==> config.mk <==
export PLATFORM = sky130hd
export DESIGN_NAME = axis_pkt_fifo_flat
export DESIGN_NICKNAME = d
export VERILOG_FILES = /design/src/rtl/udp_pkg.sv /design/src/rtl/axis_pkt_fifo_if.sv /design/src/rtl/fifo_ram.sv /design/src/rtl/axis_pkt_fifo.sv /design/src/flat_wrapper.sv
export SDC_FILE = /design/constraint.sdc
export NUM_CORES = 2
export LEC_CHECK = 0
export CORE_MARGIN = 5
export CORE_UTILIZATION = 30
export DETAILED_ROUTE_END_ITERATION = 8
export GPL_TIMING_DRIVEN = 0
export MAX_ROUTING_LAYER = met4
export PLACE_DENSITY = 0.51
export SYNTH_ARGS = -nofsm -noshare
export SYNTH_HDL_FRONTEND = slang
export SYNTH_MEMORY_MAX_BITS = 65536
export SYNTH_SLANG_ARGS = --single-unit
==> constraint.sdc <==
create_clock -name clk -period 104 [get_ports clk]
set_input_delay 20.8 -clock clk [delete_from_list [all_inputs] [get_ports clk]]
set_output_delay 20.8 -clock clk [all_outputs]
set_load 0.05 [all_outputs]
==> src/rtl/udp_pkg.sv <==
// Shared types and constants for the UDP datapath stream blocks.
// Optional build macro AXIS_PKT_FIFO_ERR_DROP_EN is consumed by axis_pkt_fifo.
package udp_pkg;

    localparam int DATA_W = 256;
    localparam int KEEP_W = DATA_W / 8;
    localparam int DROP_CNT_W = 16;

    typedef struct packed {
        logic [DATA_W-1:0] data;
        logic [KEEP_W-1:0] keep;
        logic              last;
    } axis_beat_t;

    typedef enum logic {
        ST_ACCEPT = 1'b0,
        ST_DROP   = 1'b1
    } fifo_state_e;

    function automatic logic [DROP_CNT_W-1:0] sat_inc(
        input logic [DROP_CNT_W-1:0] v
    );
        return (&v) ? v : v + 1'b1;
    endfunction

endpackage

==> src/rtl/axis_pkt_fifo_if.sv <==
// AXI-Stream beat bundle with valid/ready handshake.
// Master drives the beat, slave drives tready.
interface axis_pkt_fifo_if #(
    parameter int DATA_W = 256
) ();

    localparam int KEEP_W = DATA_W / 8;

    logic              tvalid;
    logic              tready;
    logic [DATA_W-1:0] tdata;
    logic [KEEP_W-1:0] tkeep;
    logic              tlast;
    logic              tuser;

    modport master (
        output tvalid, tdata, tkeep, tlast, tuser,
        input  tready
    );

    modport slave (
        input  tvalid, tdata, tkeep, tlast, tuser,
        output tready
    );

endinterface

==> src/rtl/fifo_ram.sv <==
// Simple dual-port beat store: registered write, combinational read.
// Contents are not reset; the read side gates data with valid.
module fifo_ram #(
    parameter int W  = 8,
    parameter int AW = 4
) (
    input  logic          clk,
    input  logic          we_i,
    input  logic [AW-1:0] waddr_i,
    input  logic [W-1:0]  wdata_i,
    input  logic [AW-1:0] raddr_i,
    output logic [W-1:0]  rdata_o
);

    logic [W-1:0] mem_q [2**AW];

    always_ff @(posedge clk) begin
        if (we_i) begin
            mem_q[waddr_i] <= wdata_i;
        end
    end

    assign rdata_o = mem_q[raddr_i];

endmodule

==> src/rtl/axis_pkt_fifo.sv <==
// Single-clock AXI-Stream packet FIFO, cut-through or store-and-forward.
// Macro AXIS_PKT_FIFO_ERR_DROP_EN: discard frames whose tlast beat has tuser=1.
module axis_pkt_fifo
    import udp_pkg::*;
#(
    parameter int DATA_W       = 256,
    parameter int DEPTH_LOG2   = 4,
    parameter int STORE_FWD    = 1,
    parameter int AFULL_THRESH = 2**DEPTH_LOG2 - 2
) (
    input  logic                  clk,
    input  logic                  rst_n,
    axis_pkt_fifo_if.slave        s_axis,
    axis_pkt_fifo_if.master       m_axis,
    output logic [DEPTH_LOG2:0]   fill_level,
    output logic                  almost_full,
    output logic [DEPTH_LOG2:0]   pkt_count,
    output logic [DROP_CNT_W-1:0] drop_count
);

    localparam int KEEP_W = DATA_W / 8;
    localparam int DEPTH  = 2**DEPTH_LOG2;
    localparam int PW     = DEPTH_LOG2 + 1;
    localparam int MW     = DATA_W + KEEP_W + 1;

    fifo_state_e           st_q, st_d;
    logic [PW-1:0]         wr_q, wr_d;
    logic [PW-1:0]         cm_q, cm_d;
    logic [PW-1:0]         rd_q, rd_d;
    logic [PW-1:0]         pkt_q, pkt_d;
    logic [DROP_CNT_W-1:0] drop_q, drop_d;
    logic                  rdy_q;

    logic          full;
    logic          dropping;
    logic          s_rdy;
    logic          wr_fire;
    logic          m_vld;
    logic          rd_fire;
    logic          rd_last;
    logic          err_last;
    logic          mem_we;
    logic          pkt_inc;
    logic          pkt_dec;
    logic [MW-1:0] mem_rdata;

    assign fill_level = wr_q - rd_q;
    assign full       = (fill_level == PW'(DEPTH));
    assign dropping   = (st_q == ST_DROP);
    assign s_rdy      = rdy_q && (!full || dropping);
    assign wr_fire    = s_axis.tvalid && s_rdy;
    assign m_vld      = (cm_q != rd_q);
    assign rd_fire    = m_vld && m_axis.tready;
    assign rd_last    = mem_rdata[0];

`ifdef AXIS_PKT_FIFO_ERR_DROP_EN
    assign err_last = (STORE_FWD != 0) && s_axis.tuser;
`else
    logic unused_tuser;
    assign unused_tuser = s_axis.tuser;
    assign err_last     = 1'b0;
`endif

    always_comb begin
        st_d    = st_q;
        wr_d    = wr_q;
        cm_d    = cm_q;
        rd_d    = rd_q;
        drop_d  = drop_q;
        mem_we  = 1'b0;
        pkt_inc = 1'b0;
        if (rd_fire) begin
            rd_d = rd_q + 1'b1;
        end
        unique case (st_q)
            ST_ACCEPT: begin
                // Full with nothing committed: the frame can never fit.
                if ((STORE_FWD != 0) && full && (cm_q == rd_q)) begin
                    wr_d   = cm_q;
                    st_d   = ST_DROP;
                    drop_d = sat_inc(drop_q);
                end else if (wr_fire) begin
                    if (s_axis.tlast && err_last) begin
                        wr_d   = cm_q;
                        drop_d = sat_inc(drop_q);
                    end else begin
                        mem_we = 1'b1;
                        wr_d   = wr_q + 1'b1;
                        if (STORE_FWD == 0) begin
                            cm_d    = wr_q + 1'b1;
                            pkt_inc = s_axis.tlast;
                        end else if (s_axis.tlast) begin
                            cm_d    = wr_q + 1'b1;
                            pkt_inc = 1'b1;
                        end
                    end
                end
            end
            ST_DROP: begin
                if (wr_fire && s_axis.tlast) begin
                    st_d = ST_ACCEPT;
                end
            end
            default: st_d = ST_ACCEPT;
        endcase
        pkt_dec = rd_fire && rd_last;
        pkt_d   = pkt_q + PW'(pkt_inc) - PW'(pkt_dec);
    end

    always_ff @(posedge clk or negedge rst_n) begin
        if (!rst_n) begin
            st_q   <= ST_ACCEPT;
            wr_q   <= '0;
            cm_q   <= '0;
            rd_q   <= '0;
            pkt_q  <= '0;
            drop_q <= '0;
            rdy_q  <= 1'b0;
        end else begin
            st_q   <= st_d;
            wr_q   <= wr_d;
            cm_q   <= cm_d;
            rd_q   <= rd_d;
            pkt_q  <= pkt_d;
            drop_q <= drop_d;
            rdy_q  <= 1'b1;
        end
    end

    fifo_ram #(
        .W  (MW),
        .AW (DEPTH_LOG2)
    ) u_ram (
        .clk     (clk),
        .we_i    (mem_we),
        .waddr_i (wr_q[DEPTH_LOG2-1:0]),
        .wdata_i ({s_axis.tdata, s_axis.tkeep, s_axis.tlast}),
        .raddr_i (rd_q[DEPTH_LOG2-1:0]),
        .rdata_o (mem_rdata)
    );

    assign s_axis.tready = s_rdy;
    assign m_axis.tvalid = m_vld;
    assign {m_axis.tdata, m_axis.tkeep, m_axis.tlast} =
        m_vld ? mem_rdata : '0;
    assign m_axis.tuser  = 1'b0;

    assign almost_full = (fill_level >= PW'(AFULL_THRESH));
    assign pkt_count   = pkt_q;
    assign drop_count  = drop_q;

endmodule

==> src/flat_wrapper.sv <==
// flat-port wrapper written by rule: the top's interface ports become plain ports
module axis_pkt_fifo_flat import udp_pkg::*;
#(
    parameter int DATA_W       = 256,
    parameter int DEPTH_LOG2   = 4,
    parameter int STORE_FWD    = 1,
    parameter int AFULL_THRESH = 2**DEPTH_LOG2 - 2
)
  (clk, rst_n, fill_level, almost_full, pkt_count, drop_count, s_axis_tvalid, s_axis_tdata, s_axis_tkeep, s_axis_tlast, s_axis_tuser, s_axis_tready, m_axis_tvalid, m_axis_tdata, m_axis_tkeep, m_axis_tlast, m_axis_tuser, m_axis_tready);
  axis_pkt_fifo_if #(.DATA_W(DATA_W)) s_axis_i ();
  axis_pkt_fifo_if #(.DATA_W(DATA_W)) m_axis_i ();
  input  logic clk;
  input  logic rst_n;
  output logic [DEPTH_LOG2:0] fill_level;
  output logic almost_full;
  output logic [DEPTH_LOG2:0] pkt_count;
  output logic [DROP_CNT_W-1:0] drop_count;
  input wire logic [$bits(s_axis_i.tvalid)-1:0] s_axis_tvalid;
  input wire logic [$bits(s_axis_i.tdata)-1:0] s_axis_tdata;
  input wire logic [$bits(s_axis_i.tkeep)-1:0] s_axis_tkeep;
  input wire logic [$bits(s_axis_i.tlast)-1:0] s_axis_tlast;
  input wire logic [$bits(s_axis_i.tuser)-1:0] s_axis_tuser;
  output wire logic [$bits(s_axis_i.tready)-1:0] s_axis_tready;
  output wire logic [$bits(m_axis_i.tvalid)-1:0] m_axis_tvalid;
  output wire logic [$bits(m_axis_i.tdata)-1:0] m_axis_tdata;
  output wire logic [$bits(m_axis_i.tkeep)-1:0] m_axis_tkeep;
  output wire logic [$bits(m_axis_i.tlast)-1:0] m_axis_tlast;
  output wire logic [$bits(m_axis_i.tuser)-1:0] m_axis_tuser;
  input wire logic [$bits(m_axis_i.tready)-1:0] m_axis_tready;
  assign s_axis_i.tvalid = s_axis_tvalid;
  assign s_axis_i.tdata = s_axis_tdata;
  assign s_axis_i.tkeep = s_axis_tkeep;
  assign s_axis_i.tlast = s_axis_tlast;
  assign s_axis_i.tuser = s_axis_tuser;
  assign s_axis_tready = s_axis_i.tready;
  assign m_axis_tvalid = m_axis_i.tvalid;
  assign m_axis_tdata = m_axis_i.tdata;
  assign m_axis_tkeep = m_axis_i.tkeep;
  assign m_axis_tlast = m_axis_i.tlast;
  assign m_axis_tuser = m_axis_i.tuser;
  assign m_axis_i.tready = m_axis_tready;
  axis_pkt_fifo #(.DATA_W(DATA_W), .DEPTH_LOG2(DEPTH_LOG2), .STORE_FWD(STORE_FWD), .AFULL_THRESH(AFULL_THRESH)) u_core (.clk(clk), .rst_n(rst_n), .s_axis(s_axis_i), .m_axis(m_axis_i), .fill_level(fill_level), .almost_full(almost_full), .pkt_count(pkt_count), .drop_count(drop_count));
endmodule
After elaboration in Yosys (flattened, before gate mapping)
Memory sizes are Yosys's and may differ from the RTL's.
Index checks and enable logic that the tools add are counted.
{ "word_totals": {"regBits": 38, "mem_bits_rw": 4624, "input_bits": 294, "output_inout_bits": 319, "word_cells": 49, "memories": 1} }
{ "memory_table": {"columns": ["name", "depth", "width", "read_ports", "rd_clocked_by_memory_dff", "write_ports", "line_no", "source"], "rows": [
  ["u_core.u_ram.mem_q", 16, 289, 1, 0, 1, "fifo_ram.sv:15", "logic [W-1:0] mem_q [2**AW];"]
]} }
{ "classes": {"n_addsub": 6, "magnitude_cmp": 1, "eq_ne": 3, "muxes": 15, "bitwise_logic": 3, "n_reduce_logical": 13} }
{ "op_table": {"columns": ["op", "n"], "rows": [
  ["two-way mux 289 bit", 1],
  ["adder 16 x 1 -> 16 bit, second input constant", 1],
  ["AND reduction 16 bit", 1],
  ["two-way mux 1 bit", 11],
  ["adder 5 x 1 -> 5 bit, second input constant", 2],
  ["two-way mux 5 bit", 2],
  ["logical AND 1 bit", 6],
  ["adder 5 x 1 -> 5 bit", 1],
  ["== test 5 bit", 1],
  ["== test 5 bit, second input constant", 1],
  ["greater-or-equal comparator 5 x 4 -> 1 bit, second input constant", 1],
  ["!= test 5 bit", 1],
  ["subtractor 5 x 1 -> 5 bit", 1],
  ["subtractor 5 bit", 1],
  ["AND reduction 4 bit", 1],
  ["inverter 1 bit", 3],
  ["AND reduction 3 bit", 1],
  ["one-hot mux 1 bit (2 select lines)", 1],
  ["AND reduction 2 bit", 1],
  ["nonzero test 2 bit", 1],
  ["zero test 1 bit", 1],
  ["logical OR 1 bit", 1]
]} }

Longest topological paths before layout
{ "logic_depth": {"ltp_word": 11, "ltp_mapped": 16, "depth_no_buf": 15} }

Hierarchy
A second synthesis with hierarchy kept.
{ "unflattened": {"cells_unflattened": 7735, "area_unflattened_um2": 177268.8} }
{ "modules_own_cells": {"columns": ["module", "n_inst", "cells_per_inst", "area_each_um2", "seq_area_each_um2"], "rows": [
  ["fifo_ram", 1, 7203, 173201.1, 138853.2],
  ["axis_pkt_fifo", 1, 532, 4067.7, 950.9]
]} }

Least setup slack after synthesis
OpenSTA, ideal clock, no wires.
{ "synth_path": {"kind": "input-to-reg", "start": "input port s_axis_tvalid", "end": "memory u_core.u_ram.mem_q[1][0] (netlist bit), enable pin", "setup_time_ns": 1.745, "t_arrival_ns": 50.560, "required_ns": 102.255, "slack_ns": 51.694, "path_stages": 4, "path_buffers": 0, "path_cell_list": "nand2_1 -> nor2_1 -> o31ai_4 -> nor4b_1"} }
{ "synth_via": {"elab_chain_len": 6} }
{ "synth_rtl": {"columns": ["item", "line_no", "source"], "rows": [
  ["from (decl)", "flat_wrapper.sv:18", "input wire logic [$bits(s_axis_i.tvalid)-1:0] s_axis_tvalid;"],
  ["logical AND 1 bit", "axis_pkt_fifo.sv:51", "assign wr_fire = s_axis.tvalid && s_rdy;"],
  ["two-way mux 1 bit", "axis_pkt_fifo.sv:82", "end else if (wr_fire) begin"],
  ["two-way mux 1 bit", "axis_pkt_fifo.sv:78", "if ((STORE_FWD != 0) && full && (cm_q == rd_q)) begin"],
  ["two-way mux 1 bit", "axis_pkt_fifo.sv:75", "unique case (st_q)"],
  ["two-way mux 1 bit", "fifo_ram.sv:18", "if (we_i) begin"],
  ["two-way mux 1 bit (implied by the code)", "fifo_ram.sv:19", "mem_q[waddr_i] <= wdata_i;"],
  ["to (decl)", "fifo_ram.sv:15", null]
]} }
No other way between the ends.

Worst setup path in the final report
{ "layout_path": {"start": "register u_core.rd_q[1]", "end": "output port m_axis_tkeep[1]"} }
{ "layout_via": {"elab_chain_len": 2, "elab_cells_between_ends": 3, "cone_classes": "1 x eq/ne; 1 x mux; 1 x memory"} }
{ "layout_rtl": {"columns": ["item", "line_no", "source"], "rows": [
  ["from (decl)", "axis_pkt_fifo.sv:29", "logic [PW-1:0] rd_q, rd_d;"],
  ["from (signal assigned)", "axis_pkt_fifo.sv:123", "rd_q <= rd_d;"],
  ["memory read (16 x 289 bit) or != test 5 bit (tied branches)", null, null],
  ["two-way mux 289 bit (*)", "axis_pkt_fifo.sv:145", "m_vld ? mem_rdata : '0;"],
  ["to (decl)", "flat_wrapper.sv:26", "output wire logic [$bits(m_axis_i.tkeep)-1:0] m_axis_tkeep;"]
]} }
Every way passes the cells marked *; elsewhere a longest branch is shown, timed or not.

==> impl_results.md <==
* Worst-Margin Slew at around 1300 ps
* Chip Width at 779 um
* Site row count at 282
* DR DRC count at 0
* Number of synthesis warnings at 0
* Largest net degree at the start of global routing at 41
* Final core utilization at approximately 37%
* Syn Inst Count at a little under 7000
* WP data required at around 83000 ps
* Seq/Total Area, Yosys at approximately four fifths
* R2R cell count at 22
* Clk pin slew, worst setup/hold paths at 60 ps
* Core box area at around 600000 um2
* Most frequent cells in the layout: edfxtp_1, mux4_2, clkdlybuf4s50_1
* Die height at between 700 and 800 um
* CTS Sinks at roughly 4700
* CTS tree: yes
* H-tree depth at 6
* Die area at slightly above 600000 um2
* WS Path Type: reg2out
* Total number of vias at 83048
* Wirelength, routed at around 520 mm
* DRT Pass-1 Iters at 5
* Startpoint Class: register
* Non-Filler Instances at about 17000
* Post_cts resized at 0
* Max-slew violations at 0
* Placed cell count at 15741
* Vias in the first global route at around 87000
* R2r setup slk at between 90000 and 100000 ps
* Synth async-reset ratio at less than 1%
* TritonCTS Buffers at roughly 520
* Fin crit period at between 20000 and 30000 ps
* Yosys reg bits at 4662
* Max VDD drop at ~0.036 mV
* Worst r2r dst: u_core.u_ram.mem_q[0][59]
* Hold Path End: u_core.drop_count[14]
* First-pass GRT wire length at between 700 and 800 mm
* Cell area after layout at around 220000 um2
* Tcrit/Tclk final at roughly a quarter
* Post-DR wirelength/cell at between 30 and 40 um
* Critical Path AT at 6470 ps
* Post-CTS Setup Repair Bufs at 0
* # setup viols final at 0
* Remaining antenna violation count at 0
* Gr ovfl total at 0
* Syn_area_per_cell at between 20 and 30 um2
* Yosys cell types at between 40 and 50
* Gpl congestion at roughly 0.73
* Clock latency on the worst-skew pair at between 1000 and 1500 ps
* Initial drt markers at about 7400
* GRT Total Usage at roughly 17%
* Clk Tree Root Cell: clkbuf_16
* Max-Cap Viols at 0
* I/O Buffers at 610
* Outcome: complete, no violations
* Most common cell after layout, fill and taps aside: edfxtp_1
* Initial core utilization at between 30 and 40%
* PwrDens at 29.9 nW/um2
* Initial antenna violation count at 164
* Area Growth Syn to Fin at 21.6%
* P_leak at approximately 67 nW
* Hold depth at 1
* CTS hold repair buffers at 0
* DP HPWL at 331 mm
* Nets at 8767
* Critical-path maximum fanout at 11
* CTS Buffer Depth at 4
* RSZ-0062 raised after global routing: false
* HP Start: u_core.drop_count[14]
* Vias/cell at approximately 5.0
* Crit end category: output pin
* Final Skew at between 60 and 70 ps
* Worst slew margin at 15.1%
* Net Count, Synth at 7254
* Min-Delay Path Class: reg2reg
* Hold Vio Cnt, Final at 0
* Hold slack at 495 ps
* Reg-to-Reg Start: u_core.rd_q[1]
* Proportion of layout cells with a drive suffix above 1 at 30.9%
* Final setup TNS at 0 ps
* I/O pins at 613
* Max Fclk at ~37 MHz
* EDFF count, synth at 4624
* Post-synth top flop: edfxtp_1
* Syn Std Cell Area at 177000 um2
* Dpl cell area at between 150000 and 200000 um2
layer usage:
layer  global-route usage, %  up-vias  share of wire, %
met5                       -        -                 0
met4                    3.35        0               1.9
met3                    3.40      701               6.8
met2                    29.2     2881                51
met1                    21.8    46035                40
li1                        -    33431                 -
registers in the layout (all words and copies together) (netlist names):
register            count
u_core.cm_q             5
u_core.drop_count      16
u_core.dropping         1
u_core.pkt_count        5
u_core.rd_q             5
u_core.rdy_q            1
u_core.u_ram.mem_q   4624
u_core.wr_q             5
cell type report:
class	count	area, um2
Antenna cell	94	235
Buffer	362	1940
Clock buffer	647	13700
Clock inverter	289	3420
Fill cell	53275	374000
Inverter	20	75.1
Multi-Input combinational cell	1899	35700
Sequential cell	4662	140000
Tap cell	7810	9770
Timing Repair Buffer	989	11200
worst max-delay path, cell delays in order, from the launching register on:
cell	delay, ps
dfrtp_1	420
buf_2	390
buf_2	720
clkbuf_2	830
buf_1	870
mux4_2	430
mux4_2	460
and2_1	170
clkdlybuf4s50_1	1080
metrics by stage:
stage	power, mW	worst slack (ps)
6_report	6.46	76730
2_1_floorplan	3.77	51690
4_1_cts	6.58	76280
3_3_place_gp	4.81	2320
5_1_grt	6.72	76370
3_5_place_dp	4.74	77480
logic make-up (layout without fill, tap and decap cells):
group	Yosys count	count (layout)	synth area share [%]
XOR/XNOR	33	33	0.163
flip-flops	4662	4662	78.8
other	2	96	0.00423
AO/OA/AOI/OAI	27	27	0.111
buffers and inverters	382	2307	1.12
AND/OR/NAND/NOR	368	368	1.28
adder cells (fa/ha/maj)	17	17	0.128
multiplexers	1452	1452	18.4
cells in the mapped netlist, drive strengths merged (2+ instances only):
master	instances	share of area, %
edfxtp	4624	78
mux4	1445	18
and2	296	1.0
clkbuf	210	0.44
buf	152	0.63
dfrtp	38	0.54
xnor2	29	0.14
inv	20	0.042
and3	15	0.053
ha	15	0.11
nand3	13	0.037
nor2	10	0.021
a21oi	7	0.020
nand2	6	0.013
nand4	6	0.021
nor3	6	0.017
and4	5	0.025
mux2	5	0.032
nor4b	5	0.028
xor2	4	0.020
a211oi	3	0.013
a21boi	3	0.013
a21o	3	0.013
a31oi	2	0.0071
conb	2	0.0042
fa	2	0.023
mux2i	2	0.011
nand2b	2	0.0071
o21ai	2	0.0056
where the power goes:
part / switching (mW) / internal [mW]
Combinational: 1.50 / 0.961
Sequential: 0.0184 / 2.15
Clock: 0.768 / 1.06
Total: 2.28 / 4.17
worst max-delay path by stage:
| stage | to | cells after the start | from |
|---|---|---|---|
| after floorplan | u_core.u_ram.mem_q[1][0] | 4 | s_axis_tvalid |
| after global placement | u_core.u_ram.mem_q[1][72] | 5 | s_axis_tvalid |
| after detailed placement | s_axis_tready | 12 | u_core.rd_q[1] |
| after CTS | s_axis_tready | 12 | u_core.rd_q[1] |
| after global routing | s_axis_tready | 12 | u_core.rd_q[1] |
| final | m_axis_tkeep[1] | 8 | u_core.rd_q[1] |
No activity file was read; power rests on OpenSTA's default activity.
